**config.mk**
```make
export PLATFORM = sky130hd
export DESIGN_NAME = mips_multicycle_control
export DESIGN_NICKNAME = d
export VERILOG_FILES = /design/src/rtl/mips_ctrl_pkg.sv /design/src/rtl/mips_ctrl_decode.sv /design/src/rtl/mips_multicycle_control.sv
export SDC_FILE = /design/constraint.sdc
export NUM_CORES = 1
export LEC_CHECK = 0
export ABC_AREA = 1
export CORE_MARGIN = 2
export CORE_UTILIZATION = 25
export DETAILED_ROUTE_END_ITERATION = 10
export GPL_ROUTABILITY_DRIVEN = 0
export PLACE_DENSITY_LB_ADDON = 0.12
export SLEW_MARGIN = 40
export SYNTH_ARGS = -nofsm -noshare
export SYNTH_HDL_FRONTEND = slang
export SYNTH_SLANG_ARGS = --single-unit
export TNS_END_PERCENT = 50
```
**constraint.sdc**
```tcl
create_clock -name clock -period 3.5 [get_ports clock]
set_clock_uncertainty 0.1 [all_clocks]
set_input_delay 0.525 -clock clock [delete_from_list [all_inputs] [get_ports clock]]
set_output_delay 0.525 -clock clock [all_outputs]
set_load 0.02 [all_outputs]
```
**src/rtl/mips_ctrl_pkg.sv**
```systemverilog
// Shared definitions for the multi-cycle MIPS control FSM: state encodings,
// opcode constants, ULA operation codes, mux select codes and the control word.
package mips_ctrl_pkg;

  typedef enum logic [3:0] {
    S_FETCH     = 4'd0,
    S_DECODE    = 4'd1,
    S_MEM_ADDR  = 4'd2,
    S_MEM_READ  = 4'd3,
    S_MEM_WB    = 4'd4,
    S_MEM_WRITE = 4'd5,
    S_R_EXEC    = 4'd6,
    S_R_WB      = 4'd7,
    S_BRANCH    = 4'd8,
    S_JUMP      = 4'd9,
    S_ADDI_EXEC = 4'd10,
    S_ADDI_WB   = 4'd11,
    S_HALT      = 4'd15
  } state_t;

  localparam logic [5:0] OP_RTYPE = 6'h00;
  localparam logic [5:0] OP_LW    = 6'h23;
  localparam logic [5:0] OP_SW    = 6'h2B;
  localparam logic [5:0] OP_BEQ   = 6'h04;
  localparam logic [5:0] OP_ADDI  = 6'h08;
  localparam logic [5:0] OP_J     = 6'h02;

  localparam logic [1:0] ULA_ADD   = 2'b00;
  localparam logic [1:0] ULA_SUB   = 2'b01;
  localparam logic [1:0] ULA_FUNCT = 2'b10;

  localparam logic [1:0] SRC_B_REG      = 2'b00;
  localparam logic [1:0] SRC_B_FOUR     = 2'b01;
  localparam logic [1:0] SRC_B_IMM      = 2'b10;
  localparam logic [1:0] SRC_B_IMM_SHL2 = 2'b11;

  localparam logic [1:0] PC_SRC_ULA    = 2'b00;
  localparam logic [1:0] PC_SRC_ULAOUT = 2'b01;
  localparam logic [1:0] PC_SRC_JUMP   = 2'b10;

  // Every datapath control produced for one state in one cycle.
  typedef struct packed {
    logic       pc_write;
    logic       pc_write_cond;
    logic       i_or_d;
    logic       mem_read;
    logic       mem_write;
    logic       ir_write;
    logic       mem_to_reg;
    logic       reg_dst;
    logic       reg_write;
    logic       alu_src_a;
    logic [1:0] alu_src_b;
    logic [1:0] ula_operation;
    logic [1:0] pc_source;
    logic       instr_done;
  } ctrl_word_t;

endpackage

```
**src/rtl/mips_ctrl_decode.sv**
```systemverilog
// Combinational state-to-control-word decoder for the multi-cycle MIPS FSM.
// The JUMP control word exists only when MIPS_CTRL_JUMP_EN is defined.
module mips_ctrl_decode
  import mips_ctrl_pkg::*;
(
  input  state_t     state,
  input  logic       mem_ready,
  output ctrl_word_t ctrl
);

  // Moore decode of the current state; memory strobes that complete a phase wait on mem_ready.
  always_comb begin
    ctrl = '0;
    case (state)
      S_FETCH: begin
        ctrl.mem_read      = 1'b1;
        ctrl.alu_src_b     = SRC_B_FOUR;
        ctrl.ula_operation = ULA_ADD;
        ctrl.pc_source     = PC_SRC_ULA;
        ctrl.ir_write      = mem_ready;
        ctrl.pc_write      = mem_ready;
      end
      S_DECODE: begin
        ctrl.alu_src_b     = SRC_B_IMM_SHL2;
        ctrl.ula_operation = ULA_ADD;
      end
      S_MEM_ADDR: begin
        ctrl.alu_src_a     = 1'b1;
        ctrl.alu_src_b     = SRC_B_IMM;
        ctrl.ula_operation = ULA_ADD;
      end
      S_MEM_READ: begin
        ctrl.i_or_d   = 1'b1;
        ctrl.mem_read = 1'b1;
      end
      S_MEM_WRITE: begin
        ctrl.i_or_d     = 1'b1;
        ctrl.mem_write  = 1'b1;
        ctrl.instr_done = mem_ready;
      end
      S_MEM_WB: begin
        ctrl.mem_to_reg = 1'b1;
        ctrl.reg_write  = 1'b1;
        ctrl.instr_done = 1'b1;
      end
      S_R_EXEC: begin
        ctrl.alu_src_a     = 1'b1;
        ctrl.alu_src_b     = SRC_B_REG;
        ctrl.ula_operation = ULA_FUNCT;
      end
      S_R_WB: begin
        ctrl.reg_dst    = 1'b1;
        ctrl.reg_write  = 1'b1;
        ctrl.instr_done = 1'b1;
      end
      S_ADDI_EXEC: begin
        ctrl.alu_src_a     = 1'b1;
        ctrl.alu_src_b     = SRC_B_IMM;
        ctrl.ula_operation = ULA_ADD;
      end
      S_ADDI_WB: begin
        ctrl.reg_write  = 1'b1;
        ctrl.instr_done = 1'b1;
      end
      S_BRANCH: begin
        ctrl.alu_src_a     = 1'b1;
        ctrl.alu_src_b     = SRC_B_REG;
        ctrl.ula_operation = ULA_SUB;
        ctrl.pc_write_cond = 1'b1;
        ctrl.pc_source     = PC_SRC_ULAOUT;
        ctrl.instr_done    = 1'b1;
      end
`ifdef MIPS_CTRL_JUMP_EN
      S_JUMP: begin
        ctrl.pc_write   = 1'b1;
        ctrl.pc_source  = PC_SRC_JUMP;
        ctrl.instr_done = 1'b1;
      end
`endif
      default: ctrl = '0;
    endcase
  end

endmodule

```
**src/rtl/mips_multicycle_control.sv**
```systemverilog
// Multi-cycle MIPS control FSM: state register, next-state logic, sticky
// illegal-opcode flag and reset gating of all strobes.
// Optional feature macro: MIPS_CTRL_JUMP_EN (builds the JUMP state for opcode 0x02).
module mips_multicycle_control
  import mips_ctrl_pkg::*;
(
  input  logic       clock,
  input  logic       reset,
  input  logic [5:0] opcode,
  input  logic       mem_ready,
  output logic       pc_write,
  output logic       pc_write_cond,
  output logic       i_or_d,
  output logic       mem_read,
  output logic       mem_write,
  output logic       ir_write,
  output logic       mem_to_reg,
  output logic       reg_dst,
  output logic       reg_write,
  output logic       alu_src_a,
  output logic [1:0] alu_src_b,
  output logic [1:0] ula_operation,
  output logic [1:0] pc_source,
  output logic       instr_done,
  output logic       illegal_op,
  output logic [3:0] state
);

  state_t     state_q;
  logic       illegal_q;
  ctrl_word_t ctrl;

  mips_ctrl_decode u_decode (
    .state     (state_q),
    .mem_ready (mem_ready),
    .ctrl      (ctrl)
  );

  // State sequencing; entering HALT from any path sets the sticky illegal flag.
  always_ff @(posedge clock) begin
    if (reset) begin
      state_q   <= S_FETCH;
      illegal_q <= 1'b0;
    end else begin
      case (state_q)
        S_FETCH:     if (mem_ready) state_q <= S_DECODE;
        S_DECODE: begin
          case (opcode)
            OP_LW, OP_SW: state_q <= S_MEM_ADDR;
            OP_RTYPE:     state_q <= S_R_EXEC;
            OP_BEQ:       state_q <= S_BRANCH;
            OP_ADDI:      state_q <= S_ADDI_EXEC;
`ifdef MIPS_CTRL_JUMP_EN
            OP_J:         state_q <= S_JUMP;
`endif
            default: begin
              state_q   <= S_HALT;
              illegal_q <= 1'b1;
            end
          endcase
        end
        S_MEM_ADDR: begin
          if (opcode == OP_LW) begin
            state_q <= S_MEM_READ;
          end else if (opcode == OP_SW) begin
            state_q <= S_MEM_WRITE;
          end else begin
            state_q   <= S_HALT;
            illegal_q <= 1'b1;
          end
        end
        S_MEM_READ:  if (mem_ready) state_q <= S_MEM_WB;
        S_MEM_WRITE: if (mem_ready) state_q <= S_FETCH;
        S_MEM_WB:    state_q <= S_FETCH;
        S_R_EXEC:    state_q <= S_R_WB;
        S_R_WB:      state_q <= S_FETCH;
        S_ADDI_EXEC: state_q <= S_ADDI_WB;
        S_ADDI_WB:   state_q <= S_FETCH;
        S_BRANCH:    state_q <= S_FETCH;
`ifdef MIPS_CTRL_JUMP_EN
        S_JUMP:      state_q <= S_FETCH;
`endif
        S_HALT:      state_q <= S_HALT;
        default: begin
          state_q   <= S_HALT;
          illegal_q <= 1'b1;
        end
      endcase
    end
  end

  // Strobes are suppressed for the whole reset cycle; mux selects pass straight through.
  always_comb begin
    pc_write      = ctrl.pc_write      & ~reset;
    pc_write_cond = ctrl.pc_write_cond & ~reset;
    mem_read      = ctrl.mem_read      & ~reset;
    mem_write     = ctrl.mem_write     & ~reset;
    ir_write      = ctrl.ir_write      & ~reset;
    reg_write     = ctrl.reg_write     & ~reset;
    instr_done    = ctrl.instr_done    & ~reset;
    i_or_d        = ctrl.i_or_d;
    mem_to_reg    = ctrl.mem_to_reg;
    reg_dst       = ctrl.reg_dst;
    alu_src_a     = ctrl.alu_src_a;
    alu_src_b     = ctrl.alu_src_b;
    ula_operation = ctrl.ula_operation;
    pc_source     = ctrl.pc_source;
    illegal_op    = illegal_q;
    state         = state_q;
  end

endmodule

```
==> results of run 1 <==
==> metrics by stage <==
stage | utilization | cell area, µm² | instances | total power (µW)
6_report | 0.397 | 956 | 184 | 772
5_1_grt | 0.397 | 956 | 184 | 844
4_1_cts | 0.397 | 956 | 184 | 780
3_5_place_dp | 0.386 | 930 | 180 | 707
3_3_place_gp | 0.386 | 930 | 180 | 704
2_1_floorplan | - | 621 | 124 | 482
==> placed cells by master, fill, tap and decap left out, drive strengths merged, types with 2 or more instances in the layout <==
cell           Yosys  routed
nor2              29      29
nand2             32      32
nand3             13      13
nand4              2       2
o21ai              6       6
clkdlybuf4s50      0      29
inv               23      23
dfxtp              5       5
clkbuf             0       4
a21oi              4       4
clkinv             2       2
==> worst max path at each step <==
stage	from	end	slack, ns
floorplan	state[3]	pc_write_cond	1.26
global placement	reset	pc_write	0.91
detailed placement	reset	ir_write	0.87
CTS	state[3]	pc_write_cond	0.80
global route	state[3]	pc_write_cond	0.62
finish	state[3]	pc_write_cond	0.81
==> logic make-up after synthesis <==
family,Yosys count
AO/OA/AOI/OAI,12
buffers and inverters,28
flip-flops,5
other,1
AND/OR/NAND/NOR,78
==> worst reg2reg max path, delay by kind of cell, from the launching register on <==
kind,cells,cell delay (ns)
buffers and inverters,2,0.13
DFF,1,0.44
and+or+nand+nor,6,0.71
==> layer usage <==
layer | global-route usage | vias to the layer above
met5 | 0 | -
met4 | 0.0385 | 0
met3 | 0.0278 | 2
met1 | 0.172 | 342
li1 | - | 436
met2 | 0.211 | 21
==> registers in the layout, summed over array words and instances (netlist names) <==
register	count
illegal_op	1
state	4
==> layout make-up <==
| cell class | instances | area (µm²) | area share |
|---|---|---|---|
| multi-input cells | 91 | 408 | 0.427 |
| repair buffers | 29 | 290 | 0.304 |
| flip-flops and latches | 5 | 100 | 0.105 |
| inverters | 25 | 93.8 | 0.0982 |
| well taps | 30 | 37.5 | 0.0393 |
| clock buffers | 4 | 26.3 | 0.0275 |
==> power by group <==
group	total (µW)	internal [µW]	switching, µW
clock network	69.6	43.3	26.3
logic	583	244	338
registers	120	81.8	38.3
total	772	369	403
==> results_dict.tcl, run 1 <==
set metrics [dict create \
    timing.rr.start "state[3]" \
    hold_path_class "reg2reg" \
    period_minus_slack_ns 2.69 \
    numPortBuffers 29 \
    rows 18 \
    cts_resized 0 \
    synthTopCellsByArea "nand2_1 18%, dfxtp_1 16%, nor2_1 16%, inv_1 13%, nand3_1 9.7%" \
    synthSimpleGateAreaFrac 0.548 \
    rsz0062_at_grt "no" \
    hold_violations 0 \
    num_antenna_cells 0 \
    grt_pass1_vias 678 \
    post-place-ws_ns 0.869 \
    leakage_uw 0.000483 \
    grt_max_degree 9 \
    htreeDepth 1 \
    synthTopCellsByCount "30 x nand2_1, 26 x nor2_1, 21 x inv_1" \
    criticalPathCategory "reg2out" \
    fin_nets 164 \
    synth.distinct_cells 21 \
    die_area_um2 2900 \
    async_flop_share 0 \
    wl_per_cell_um 9.55 \
    critPathLaunchType "register" \
    clock_latency_ns 0.25 \
    power_per_cell_area_nw_per_um2 808 \
    initial_utilization 0.258 \
    overflow 0 \
    die_x_um 53.8 \
    synth_seq_cells 5 \
    holdPathEnd "illegal_op" \
    fp.coreArea_um2 2410 \
    wl_met2_um 768 \
    cp_max_fo 5 \
    cp_cell_sequence "inv_1, nor2_1, inv_1, nor2_1, inv_1, nor2_1, clkdlybuf4s50_1" \
    hpwl_mm 1.45 \
    clock-sinks 5 \
    antenna_found_initial 0 \
    ctsHoldBuffers 0 \
    grt_pass1_wl_mm 2.79 \
    via_per_inst 4.35 \
    synth-compound-area-share 0.103 \
    drv_cap 0 \
    min_path_cells 2 \
    routed_wl_mm 1.76 \
    cp_num_buf_inv 4 \
    period_share 0.768 \
    drt-met1-wl_um 850 \
    drc 0 \
    crit_path_max_incr_delay_ns 0.62 \
    cts_buffer_depth 2 \
    vias 801 \
    ys_seq_area_frac 0.161 \
    status "finished clean" \
    synth_enable_flop_cells 0 \
    required_ns 2.87 \
    io_pins 31 \
    postSynthAreaPerCell_um2 5.00 \
    worst_ep_arrival_time_ns 2.06 \
    yosys_warnings 0 \
    setup_ws_ns 0.811 \
    cts.clk_slew.worst_paths_ns 0.04 \
    yosys.area.top_type "nand2_1" \
    first_pass_iters 4 \
    hold_start "illegal_op" \
    cp_num_cells 7 \
    r2r-end "state[0]" \
    synth_top_family_by_area "simple AND/OR/NAND/NOR gates" \
    grt_usage 0.130 \
    drive_above_1_share 0.0714 \
    cts-root-buf "clkbuf_4" \
    n_fill_cell 285 \
    cp_slowest_cell "clkdlybuf4s50_1" \
    cts-buffers-inserted 3 \
    r2r_cells 8 \
    fin_setup_tns_ns 0 \
    synth_fp_nets 133 \
    max_freq_mhz 372 \
    cp_top_family "buffers and inverters" \
    synth_top_cell_area_share 0.181 \
    yosysMostFrequentCell "nand2_1" \
    post-cts-setup-buffers 0 \
    routed.top_layer "met4" \
    fp.dieH_um 53.8 \
    dr.first_iter.drc_count 12 \
    max-vdd-ir-drop_mv 0.385 \
    drv_slew 0 \
    antenna_left 0 \
    area_growth_pct 54.0 \
    cts_tree "done" \
    syn-cell-area_um2 621 \
    setup_viol 0 \
    endpoint_kind "output pin" \
    synth_xor_xnor_area_share 0 \
    r2r_slack_ns 2.05 \
    muxShareOfSynthArea 0 \
    synthAdderAreaFrac 0 \
    whs_ns 0.353 \
    met3_wirelength_um 118 \
    synthesis.instances 124 \
    ys.flop_type "dfxtp_1" \
]
(Power assumes the default switching activity.)
==> inputs of run 2 (changes only) <==
Clock period 3.5 ns to 2.6 ns, I/O delays scaled along.
==> run 2 against run 1 <==
Against the previous run: register-to-register slack got worse by 0.84 ns; via count rose by 2.4%; worst hold slack got worse by 0.0074 ns; critical path depth did not move; non-clock buffer count rose by 2; die area did not move; global-route usage fell by 0.86 points; cell count rose by 1.1%; routed wire length fell by 4.4%; count of clock-buffer cells in the layout did not move; power rose by 34%; cell area rose by 1.6%; critical endpoint is now reg_write.
==> results_dict.tcl, run 2 (synthesis gave the netlist of run 1 again) <==
set metrics [dict create \
    fin_setup_tns_ns 0 \
    power_per_cell_area_nw_per_um2 1060 \
    clock_latency_ns 0.23 \
    routed.top_layer "met4" \
    cp_cell_sequence "inv_1, nor2_4, inv_1, nor2_1, a211oi_1, nor2_1, clkdlybuf4s50_1" \
    met3_wirelength_um 94 \
    overflow 0 \
    numPortBuffers 29 \
    grt_max_degree 8 \
    grt_pass1_wl_mm 2.65 \
    cts_tree "done" \
    hpwl_mm 1.47 \
    cts_resized 0 \
    rsz0062_at_grt "no" \
    routed_wl_mm 1.68 \
    htreeDepth 1 \
    num_antenna_cells 0 \
    fp.coreArea_um2 2410 \
    setup_ws_ns 0.243 \
    hold_path_class "reg2reg" \
    placed_cell_area_um2 945 \
    required_ns 2.11 \
    criticalPathCategory "reg2out" \
    hold_violations 0 \
    cp_max_fo 6 \
    cts-buffers-inserted 3 \
    post-place-ws_ns 0.246 \
    first_pass_iters 4 \
    max-vdd-ir-drop_mv 0.577 \
    status "finished clean" \
    mostFrequentLayoutCells "30 x nand2_1, 29 x clkdlybuf4s50_1, 26 x nor2_1" \
    drv_slew 0 \
    clock-sinks 5 \
    vias 820 \
    io_pins 31 \
    post-cts-setup-buffers 0 \
    period_minus_slack_ns 2.36 \
    fin_cells 186 \
    die_area_um2 2900 \
    antenna_found_initial 0 \
    leakage_uw 0.000493 \
    cts_buffer_depth 2 \
    area_growth_pct 56.5 \
    setup_viol 0 \
    wl_met2_um 775 \
    drive_above_1_share 0.0833 \
    cp_slowest_cell "clkdlybuf4s50_1" \
    antenna_left 0 \
    grt_pass1_vias 674 \
    rows 18 \
    cts-root-buf "clkbuf_4" \
    drv_cap 0 \
    drt-met1-wl_um 806 \
    crit_path_max_incr_delay_ns 0.60 \
    p_total_uw 1030 \
    ctsHoldBuffers 0 \
    dp_cells 182 \
    max_freq_mhz 424 \
    cts.clk_slew.worst_paths_ns 0.04 \
    design_area_um2 971 \
    period_share 0.906 \
    wl_per_cell_um 9.04 \
    worst_ep_arrival_time_ns 1.87 \
    dr.first_iter.drc_count 14 \
    initial_utilization 0.258 \
    fin_nets 166 \
    endpoint_kind "output pin" \
    grt_usage 0.122 \
    fp.dieH_um 53.8 \
    final_common_cell "nand2_1" \
    via_per_inst 4.41 \
    largest_register_ff_count 4 \
    die_x_um 53.8 \
    drc 0 \
    critPathLaunchType "register" \
]
-- run 2: worst max-delay path, delay by kind of cell, from the launching register on --
family / cells / cell delay, ns
buffers and inverters: 3 / 0.80
AO/OA/AOI/OAI: 1 / 0.06
flip-flops: 1 / 0.41
AND/OR/NAND/NOR: 3 / 0.35
-- run 2: per-layer routing --
layer | vias to the layer above | global-route usage
li1 | 447 | -
met1 | 353 | 0.155
met2 | 18 | 0.215
met3 | 2 | 0.0250
met4 | 0 | 0.0128
met5 | - | 0
-- run 2: final timing paths --
kind              start          to  slack [ns]  cells after the start
max            state[2]   reg_write        0.24                      7
min          illegal_op  illegal_op        0.35                      2
max reg2reg    state[2]    state[2]        1.21                      7
min reg2reg  illegal_op  illegal_op        0.35                      2
-- run 2: cell type report --
class	count	area (µm²)
Timing Repair Buffer	31	305
Clock buffer	4	26.3
Fill cell	265	1440
Inverter	25	93.8
Tap cell	30	37.5
Sequential cell	5	100
Multi-Input combinational cell	91	408
-- run 2: power breakdown --
group	switching (µW)	leakage, µW	total, µW	internal [µW]
combinational	451	0.000437	788	338
clock	26.6	0.0000150	84.3	57.7
sequential	50.9	0.0000415	161	110
-- run 2: metrics by stage --
| step | hold WS (ns) | util |
|---|---|---|
| 2_1_floorplan | 0.426 | - |
| 3_3_place_gp | 0.342 | 0.392 |
| 3_5_place_dp | 0.344 | 0.392 |
| 4_1_cts | 0.350 | 0.403 |
| 5_1_grt | 0.357 | 0.403 |
| 6_report | 0.345 | 0.403 |
